--- config.mk ---
export PLATFORM = sky130hd
export DESIGN_NAME = gate_test_seq
export DESIGN_NICKNAME = d
export VERILOG_FILES = /design/src/rtl/gate_test_seq_pkg.sv /design/src/rtl/gate_test_seq_lfsr32.sv /design/src/rtl/gate_test_seq.sv
export SDC_FILE = /design/constraint.sdc
export NUM_CORES = 1
export LEC_CHECK = 0
export ABC_AREA = 1
export CAP_MARGIN = 20
export CORE_ASPECT_RATIO = 0.6
export CORE_MARGIN = 1.5
export CORE_UTILIZATION = 30
export DETAILED_ROUTE_END_ITERATION = 12
export DONT_BUFFER_PORTS = 1
export PLACE_DENSITY = 0.47
export SETUP_SLACK_MARGIN = 0.1
export SLEW_MARGIN = 20
export SYNTH_ARGS = -nofsm -noshare
export SYNTH_HDL_FRONTEND = slang
export SYNTH_SLANG_ARGS = --single-unit
--- constraint.sdc ---
create_clock -name clk -period 6.1 [get_ports clk]
set_input_delay 0.305 -clock clk [delete_from_list [all_inputs] [get_ports clk]]
set_output_delay 0.305 -clock clk [all_outputs]
set_load 0.01 [all_outputs]
--- src/rtl/gate_test_seq_pkg.sv ---
// Shared types and constants for the gate_test_seq sequencer/checker.
// Contents: FSM and phase enums, LFSR polynomial, directed-pattern count,
// counter widths, and the one-step Galois LFSR update used by lfsr32.
package gate_test_pkg;

  typedef enum logic [1:0] {
    IDLE,
    APPLY,
    CHECK,
    DONE
  } state_e;

  typedef enum logic {
    RANDOM,
    DIRECTED
  } phase_e;

  // x^32 + x^22 + x^2 + x + 1, right-shifting Galois form
  localparam logic [31:0] LFSR_TAPS  = 32'h8020_0003;

  localparam int unsigned N_DIRECTED = 4;
  localparam int unsigned RAND_CNT_W = 16;
  localparam int unsigned DIR_CNT_W  = 3;
  localparam int unsigned DIR_IDX_W  = 2;

  // One Galois step: shift right, fold taps in when the bit shifted out is 1
  function automatic logic [31:0] lfsr_step(input logic [31:0] s);
    return (s >> 1) ^ (s[0] ? LFSR_TAPS : 32'h0);
  endfunction

endpackage

--- src/rtl/gate_test_seq_lfsr32.sv ---
// 32-bit Galois LFSR used as the random vector source.
// Ports:
//   clk   - clock
//   rst   - synchronous active-high reset, loads seed
//   load  - reload seed (wins over shift)
//   seed  - value loaded on rst/load
//   shift - advance one step
//   q     - current LFSR state
module lfsr32
  import gate_test_pkg::*;
(
  input  logic        clk,
  input  logic        rst,
  input  logic        load,
  input  logic [31:0] seed,
  input  logic        shift,
  output logic [31:0] q
);

  always_ff @(posedge clk) begin
    if (rst || load) begin
      q <= seed;
    end else if (shift) begin
      q <= lfsr_step(q);
    end
  end

endmodule

--- src/rtl/gate_test_seq.sv ---
// Stimulus sequencer and result checker for single-output N-input gates.
// Runs N_RANDOM_TESTS LFSR vectors then four directed patterns, holding each
// vector SETTLE_CYCLES cycles before comparing y_dut against y_golden.
// Ports:
//   clk, rst               - clock, synchronous active-high reset
//   start                  - begin a run (honoured in IDLE or DONE)
//   y_dut, y_golden        - outputs of the model under test and reference
//   a                      - shared stimulus vector
//   busy, done             - run in progress / run complete
//   all_passed             - in DONE, every check passed
//   fail_valid, fail_a     - mismatch pulse and the vector that caused it
//   random_passed/_total   - random-phase counters
//   directed_passed/_total - directed-phase counters
module gate_test_seq
  import gate_test_pkg::*;
#(
  parameter int unsigned N_INS          = 2,
  parameter int unsigned N_RANDOM_TESTS = 100,
  parameter int unsigned SETTLE_CYCLES  = 1,
  parameter logic [31:0] LFSR_SEED      = 32'hACE1_1234
) (
  input  logic                  clk,
  input  logic                  rst,
  input  logic                  start,
  input  logic                  y_dut,
  input  logic                  y_golden,
  output logic [N_INS-1:0]      a,
  output logic                  busy,
  output logic                  done,
  output logic                  all_passed,
  output logic                  fail_valid,
  output logic [N_INS-1:0]      fail_a,
  output logic [RAND_CNT_W-1:0] random_passed,
  output logic [RAND_CNT_W-1:0] random_total,
  output logic [DIR_CNT_W-1:0]  directed_passed,
  output logic [DIR_CNT_W-1:0]  directed_total
);

  localparam int unsigned HALF     = N_INS / 2;
  localparam int unsigned SETTLE_W = $clog2(SETTLE_CYCLES) + 1;
  localparam logic [SETTLE_W-1:0] SETTLE_LOAD = SETTLE_W'(SETTLE_CYCLES - 1);

  state_e                state_q, state_d;
  phase_e                phase_q, phase_d;
  logic [SETTLE_W-1:0]   settle_q, settle_d;
  logic [DIR_IDX_W-1:0]  dir_idx_q, dir_idx_d;

  logic [N_INS-1:0]      a_d, fail_a_d;
  logic                  busy_d, done_d, all_passed_d, fail_valid_d;
  logic [RAND_CNT_W-1:0] rand_pass_d, rand_tot_d;
  logic [DIR_CNT_W-1:0]  dir_pass_d, dir_tot_d;

  logic                  lfsr_load, lfsr_shift, pass;
  logic [31:0]           lfsr_q, lfsr_nxt;
  logic                  unused_lfsr_bits;

  // Directed pattern table: ones, zeros, upper-half ones, lower-half ones
  function automatic logic [N_INS-1:0] dir_vec(input logic [DIR_IDX_W-1:0] idx);
    logic [N_INS-1:0] v;
    case (idx)
      2'd0:    v = '1;
      2'd1:    v = '0;
      2'd2:    v = {{HALF{1'b1}}, {HALF{1'b0}}};
      default: v = {{HALF{1'b0}}, {HALF{1'b1}}};
    endcase
    return v;
  endfunction

  function automatic logic [RAND_CNT_W-1:0] sat_inc_r(input logic [RAND_CNT_W-1:0] v);
    return (v == '1) ? v : v + RAND_CNT_W'(1);
  endfunction

  function automatic logic [DIR_CNT_W-1:0] sat_inc_d(input logic [DIR_CNT_W-1:0] v);
    return (v == '1) ? v : v + DIR_CNT_W'(1);
  endfunction

  lfsr32 u_lfsr (
    .clk   (clk),
    .rst   (rst),
    .load  (lfsr_load),
    .seed  (LFSR_SEED),
    .shift (lfsr_shift),
    .q     (lfsr_q)
  );

  // The next random vector is loaded into a on the same edge the LFSR shifts
  assign lfsr_nxt         = lfsr_step(lfsr_q);
  assign unused_lfsr_bits = ^lfsr_nxt;

  // State and output registers
  always_ff @(posedge clk) begin
    if (rst) begin
      state_q         <= IDLE;
      phase_q         <= RANDOM;
      settle_q        <= '0;
      dir_idx_q       <= '0;
      a               <= '0;
      busy            <= 1'b0;
      done            <= 1'b0;
      all_passed      <= 1'b0;
      fail_valid      <= 1'b0;
      fail_a          <= '0;
      random_passed   <= '0;
      random_total    <= '0;
      directed_passed <= '0;
      directed_total  <= '0;
    end else begin
      state_q         <= state_d;
      phase_q         <= phase_d;
      settle_q        <= settle_d;
      dir_idx_q       <= dir_idx_d;
      a               <= a_d;
      busy            <= busy_d;
      done            <= done_d;
      all_passed      <= all_passed_d;
      fail_valid      <= fail_valid_d;
      fail_a          <= fail_a_d;
      random_passed   <= rand_pass_d;
      random_total    <= rand_tot_d;
      directed_passed <= dir_pass_d;
      directed_total  <= dir_tot_d;
    end
  end

  // Next-state, counter and output logic
  always_comb begin
    state_d      = state_q;
    phase_d      = phase_q;
    settle_d     = settle_q;
    dir_idx_d    = dir_idx_q;
    a_d          = a;
    fail_a_d     = fail_a;
    fail_valid_d = 1'b0;
    rand_pass_d  = random_passed;
    rand_tot_d   = random_total;
    dir_pass_d   = directed_passed;
    dir_tot_d    = directed_total;
    lfsr_load    = 1'b0;
    lfsr_shift   = 1'b0;
    pass         = (y_dut == y_golden);

    case (state_q)
      IDLE, DONE: begin
        if (start) begin
          state_d     = APPLY;
          settle_d    = SETTLE_LOAD;
          dir_idx_d   = '0;
          lfsr_load   = 1'b1;
          fail_a_d    = '0;
          rand_pass_d = '0;
          rand_tot_d  = '0;
          dir_pass_d  = '0;
          dir_tot_d   = '0;
          if (N_RANDOM_TESTS == 0) begin
            phase_d = DIRECTED;
            a_d     = dir_vec(DIR_IDX_W'(0));
          end else begin
            phase_d = RANDOM;
            a_d     = LFSR_SEED[N_INS-1:0];
          end
        end
      end

      APPLY: begin
        if (settle_q == '0) begin
          state_d = CHECK;
        end else begin
          settle_d = settle_q - SETTLE_W'(1);
        end
      end

      CHECK: begin
        fail_valid_d = !pass;
        if (!pass) begin
          fail_a_d = a;
        end
        state_d  = APPLY;
        settle_d = SETTLE_LOAD;
        if (phase_q == RANDOM) begin
          lfsr_shift = 1'b1;
          rand_tot_d = sat_inc_r(random_total);
          if (pass) begin
            rand_pass_d = sat_inc_r(random_passed);
          end
          // Last random vector: hand over to the directed patterns
          if ((17'(random_total) + 17'd1) >= 17'(N_RANDOM_TESTS)) begin
            phase_d   = DIRECTED;
            dir_idx_d = '0;
            a_d       = dir_vec(DIR_IDX_W'(0));
          end else begin
            a_d = lfsr_nxt[N_INS-1:0];
          end
        end else begin
          dir_tot_d = sat_inc_d(directed_total);
          if (pass) begin
            dir_pass_d = sat_inc_d(directed_passed);
          end
          if (dir_idx_q == DIR_IDX_W'(N_DIRECTED - 1)) begin
            state_d = DONE;
          end else begin
            dir_idx_d = dir_idx_q + DIR_IDX_W'(1);
            a_d       = dir_vec(dir_idx_q + DIR_IDX_W'(1));
          end
        end
      end

      default: state_d = IDLE;
    endcase

    busy_d       = (state_d == APPLY) || (state_d == CHECK);
    done_d       = (state_d == DONE);
    all_passed_d = done_d && (rand_pass_d == rand_tot_d) && (dir_pass_d == dir_tot_d);
  end

endmodule

; Word level (Yosys, flattened, before mapping)
; Index checks and enable logic that the tools add are counted.
[word_totals]
ff_bits = 84
latchBits = 0
ramBits = 0
mem_bits_ro = 0
inputBits = 5
output_inout_bits = 46
wordCells = 105
memories = 0
[op_classes]
n_addsub = 7
n_mul = 0
n_div = 0
n_lt_le_gt_ge = 1
eq_ne = 20
shifts = 0
muxes = 46
n_bitwise = 2
n_reduce_logical = 14
[ops]
columns = cell, count
row1 = $mux W16, 7
row2 = $pmux W16 S2, 2
row3 = $add A16 B1 Y16 const B, 2
row4 = $eq A16 B16 Y1 const B, 2
row5 = $mux W32, 1
row6 = $xor A31 B32 Y32, 1
row7 = $mux W2, 12
row8 = $mux W3, 7
row9 = $add A16 B1 Y17 const B, 1
row10 = $ge A17 B7 Y1 const B, 1
row11 = $eq A16 B16 Y1, 1
row12 = $eq A2 B2 Y1 const B, 6
row13 = $pmux W2 S2, 3
row14 = $pmux W2 S3, 2
row15 = $pmux W3 S2, 2
row16 = $mux W1, 8
row17 = $add A3 B1 Y3 const B, 2
row18 = $eq A2 B1 Y1 const B, 3
row19 = $eq A3 B3 Y1 const B, 2
row20 = $ne A3 B3 Y1 const B, 2
row21 = $reduce_and A3 Y1, 2
row22 = $logic_not A2 Y1, 2
row23 = $ne A2 B2 Y1 const B, 2
row24 = $reduce_and A4 Y1, 1
row25 = other kinds (13), 16

; Depth between registers and ports, before layout
[depth]
ltp_word = 8
mapped_depth = 20
ltp_nobuf = 19

; By module
; From an unflattened synthesis, not the netlist that was laid out.
[unflattened]
cells_unflattened = 823
hier_area_um2 = 5362.6
[by_module_without_submodules]
columns = mod, instances, cells_each, area_each_um2, seq_area_each_um2
row1 = gate_test_seq, 1, 675, 3903.7, 1021.0
row2 = lfsr32, 1, 148, 1458.9, 960.9

; Worst setup path after synthesis
; OpenSTA, ideal clock, no wires.
[synth_timing]
path_kind = reg2reg
from = reg phase_q
to = reg all_passed
setup_time_ns = 0.064
arrival_time_ns = 1.954
required_time_ns = 6.036
slack_ns = 4.082
stages_incl_launch_ff = 20
period_less_slack_ns = 2.018
path_cell_list = dfxtp_1 > buf_2 > clkbuf_1 > nand3_1 > nand2_1 > a22oi_1 > inv_1 > ha_1 > inv_1 > nor2_1 > nand2_1 > nor2_1 > nand2_1 > nor2_1 > nand2_1 > inv_1 > nand2_1 > nor2_1 > nand3_1 > nor2_1
[synth_between]
elab_chain_cells = 5
[synth_lines]
columns = item, line_no
row1 = "start, declared", gate_test_seq.sv:44  ; phase_e phase_q, phase_d;
row2 = "start signal, assigned", gate_test_seq.sv:109  ; phase_q <= phase_d;
row3 = $mux W2, gate_test_seq.sv:179  ; if (phase_q == RANDOM) begin
row4 = $pmux W2 S3, gate_test_seq.sv:142  ; case (state_q)
row5 = net state_d[1], gate_test_seq.sv:43  ; state_e state_q, state_d;
row6 = $eq A2 B2 Y1, gate_test_seq.sv:211  ; done_d = (state_d == DONE);
row7 = net done_d, gate_test_seq.sv:49  ; logic busy_d, done_d, all_passed_d, fail_valid_d;
row8 = $logic_and A1 B1 Y1 (2 in a row), gate_test_seq.sv:212  ; all_passed_d = done_d && (rand_pass_d == rand_tot_d) && (dir_pass_d == dir_tot_d);
row9 = "end signal, assigned", gate_test_seq.sv:115  ; all_passed <= all_passed_d;
row10 = "end, declared", gate_test_seq.sv:30  ; output logic all_passed,
; The timed path passes the listed nets, and every way through them passes these cells.
; A chain may end at the register's enable or synchronous reset.

; Final worst setup path
[layout_timing]
from = reg state_q[1]
to = reg all_passed
[layout_between]
elab_chain_cells = 6
[layout_lines]
columns = item, line_no
row1 = "start, declared", gate_test_seq.sv:43
row2 = "start signal, assigned", gate_test_seq.sv:108  ; state_q <= state_d;
row3 = $eq A2 B2 Y1 / $logic_not A2 Y1 (equally long branches), gate_test_seq.sv:142
row4 = $reduce_or A2 Y1, gate_test_seq.sv:142
row5 = $pmux W16 S2 / $pmux W2 S3 (equally long branches), gate_test_seq.sv:142
row6 = $eq A16 B16 Y1 / $eq A2 B2 Y1 (equally long branches), "gate_test_seq.sv:212, gate_test_seq.sv:211"
row7 = $logic_and A1 B1 Y1, gate_test_seq.sv:212
row8 = $logic_and A1 B1 Y1 *, gate_test_seq.sv:212
; Mark *: on every way between the ends. The rest lies on a longest branch, timed or not.

==> metrics <==
result of the run finished clean; number of synthesized register bits 83; count of input and output buffers 0; startpoint type of the worst setup path flop; Synth Warn # 0; most common library cell in the layout ignoring fill and taps sky130_fd_sc_hd__nand2_1; maximum VDD drop 0.145 mV; Die Ht 104 um; library cell used as clock root buffer sky130_fd_sc_hd__clkbuf_16; share of total power in combinational logic 14.0%; vias after detailed routing 4794; shortest period the worst path allows 3.28 ns; x dimension of the die 171 um; worst min-delay path startpoint rst; Fillers 1837; number of buffer and inverter instances along the worst setup path 2; area added between synthesis and finish 9.15%; internal cell power 947 uW; latest clock arrival within the worst-skew pair 0.35 ns; critical-path maximum fanout 20; Seq/Total Area, Yosys 32.7%; cell types with the largest area share after synthesis sky130_fd_sc_hd__dfxtp_1, sky130_fd_sc_hd__nand2_1, sky130_fd_sc_hd__nor2_1; Post-Route Hold Slack 0.0294 ns; number of optimization iterations in the first detailed-route pass 5; path depth of the worst reg2reg path 15; final setup violation count 0; count of clock tree sinks 83; hold crit path type in2reg; clock network fraction of design power 43.2%; CP max stage delay 0.76 ns; RSZ-0062 raised after global routing false; per-cell via count in the routed design 4.65; via count of the first global-routing pass 4394; period utilisation layout 53.8%; most frequent CP cell sky130_fd_sc_hd__nor2_1; number of nets in the synthesized netlist 826; number of nets in the layout 812; kind of critical path reg2reg; relative contribution of sequential cells to total power 42.8%; reported max-cap violation count 0; final number of hold-violating endpoints 0; number of clock buffers inserted by TritonCTS 9; proportion of layout cells with a drive suffix above 1 9.46%; kind of cell with the highest combined delay on the critical path simple AND/OR/NAND/NOR gates; Routed WL per cell 15.3 um; Worst-Margin Slew 0.907 ns; total core area 16400 um^2; origin of the critical flop-to-flop path state_q[1]$_SDFF_PP0_; cell-by-cell trace of the critical path ha_1, nand2_2, inv_1, o21ai_0, nor2_1, nor2_1, nand2_1, nand2_1, nor2_1, nand2_1, inv_1, nand2_1, nor2_1, nand3_1, nor2_1; gr usage total 18.7%; aggregate routed wire length 15800 um; Detail Placement HPWL 11600 um; count of standard-cell rows 36; Initial Utilization 31.0%; hold path endpoint busy$_SDFF_PP0_; share of the core filled with cells in the final layout 33.9%; count of pins over their slew limit 0; total leakage power 2.47 nW; Placed Cells 1015; worst hold path stage count 1; post-synth design cell area 5090 um^2; flop2flop setup slack 2.82 ns; number of nets with antenna violations after detailed routing 0; net switching fraction of the power 30.2%; drt first-iter violations 435; area of the die 17800 um^2; library cells used by synthesis 40; most frequent cells in the layout sky130_fd_sc_hd__nand2_1, sky130_fd_sc_hd__nor2_1, sky130_fd_sc_hd__inv_1, sky130_fd_sc_hd__dfxtp_1, sky130_fd_sc_hd__nand3_1; cell at the slowest stage of the critical path sky130_fd_sc_hd__inv_1; cell taking the most area after synthesis sky130_fd_sc_hd__dfxtp_1; number of cells upsized or downsized after cts 0; antenna cells 0; Net Switching 410 uW; Clock Skews 0.0113 ns; CTS H-tree depth 3; capture instance of the worst register-to-register path all_passed$_SDFF_PP0_; Peak Freq 304 MHz; Max Buffers Root-to-Sink 2; Layout Cells excl Fill 1031; GR Overflow Total 0; total DRC errors in the routed layout 0; WP data required 6.38 ns; number of antenna violations at the first check in global routing 0; kind of end point of the critical path flop; Final Total Pwr 1.36 mW; global-route wire length before repair 25700 um; Power Density 244 nW/um^2; buffers inserted during post-CTS setup optimization 0; mean cell area of the mapped netlist 6.27 um^2; Setup Total Neg Slack 0 ns; arrival time at the worst endpoint 3.57 ns; headroom to the max-slew limit 39.4%; register clock-pin slew on the reported worst setup and hold paths 0.07 ns; share of the synthesized area in the top cell type 32.7%; largest net degree at the start of global routing 48; final RePlAce weighted congestion 0.843; clock tree from TritonCTS built; number of I/O pins 51; count of hold-fix buffers inserted at cts 0; post-synthesis cell count 812
-- synth_stat cells, drive strengths merged --
cell	count
o21bai	1
a22oi	2
o211ai	3
xor2	6
a211oi	2
inv	91
nand3b	3
nor3	4
o21ai	41
xnor2	3
a21oi	42
nand4	14
clkbuf	15
nand3	84
and2	1
a31o	1
ha	9
or2	1
a31oi	1
clkinv	1
buf	13
nor2	144
dfxtp	83
nand2	247
-- through the flow --
step / area, um^2 / setup slack (ns)
after floorplan: 5090 / 4.08
after global placement: 5240 / 2.93
after detailed placement: 5240 / 2.84
after CTS: 5550 / 2.79
after global routing: 5550 / 2.40
final: 5550 / 2.82
-- cell type report --
cell class	instances	area [um^2]	share of cell area [%]
Multi-Input combinational cell	609	2930	52.7
Sequential cell	83	1660	29.9
Inverter	92	345	6.22
Tap cell	228	285	5.14
Clock buffer	10	239	4.30
Clock inverter	6	71.3	1.28
Timing Repair Buffer	3	22.5	0.405
-- cell families after synthesis --
logic type / after synthesis / synth area share, %
simple gates: 498 / 43.9
buf+inv: 120 / 9.86
compound gates: 93 / 9.81
flops: 83 / 32.7
xor+xnor: 9 / 1.55
fa+ha+maj: 9 / 2.21
-- sequential cells by signal (all words and copies together) (netlist names) --
signal,flops
fail_valid,1
random_total,16
a,2
phase_q,1
state_q,2
done,1
busy,1
fail_a,2
directed_passed,3
directed_total,3
random_passed,16
all_passed,1
dir_idx_q,2
u_lfsr.q,32
-- power groups by stage --
stage               clock (mW)  combinational (mW)  sequential, mW
floorplan                    0               0.150           0.590
global placement             0               0.190           0.594
detailed placement           0               0.189           0.593
CTS                      0.600               0.191           0.581
global route             0.622               0.220           0.584
finish                   0.586               0.190           0.581
-- per-layer routing --
| metal | vias up | wire, um | GRT usage, % |
|---|---|---|---|
| met2 | 162 | 5100 | 21.1 |
| met1 | 2069 | 9070 | 32.3 |
| met5 | - | 0 | 0 |
| li1 | 2554 | - | - |
| met4 | 0 | 98 | 3.01 |
| met3 | 9 | 1530 | 5.40 |
-- how the worst max path moves through the flow --
| stage | startpoint | to | slack [ns] | cells past startpoint |
|---|---|---|---|---|
| finish | state_q[1]$_SDFF_PP0_ | all_passed$_SDFF_PP0_ | 2.82 | 15 |
| floorplan | phase_q$_SDFFE_PP0P_ | all_passed$_SDFF_PP0_ | 4.08 | 19 |
| global placement | state_q[1]$_SDFF_PP0_ | all_passed$_SDFF_PP0_ | 2.93 | 15 |
| global route | state_q[0]$_SDFF_PP0_ | all_passed$_SDFF_PP0_ | 2.40 | 16 |
| CTS | state_q[0]$_SDFF_PP0_ | all_passed$_SDFF_PP0_ | 2.79 | 16 |
| detailed placement | state_q[0]$_SDFF_PP0_ | all_passed$_SDFF_PP0_ | 2.84 | 16 |
(Power assumes the default switching activity.)
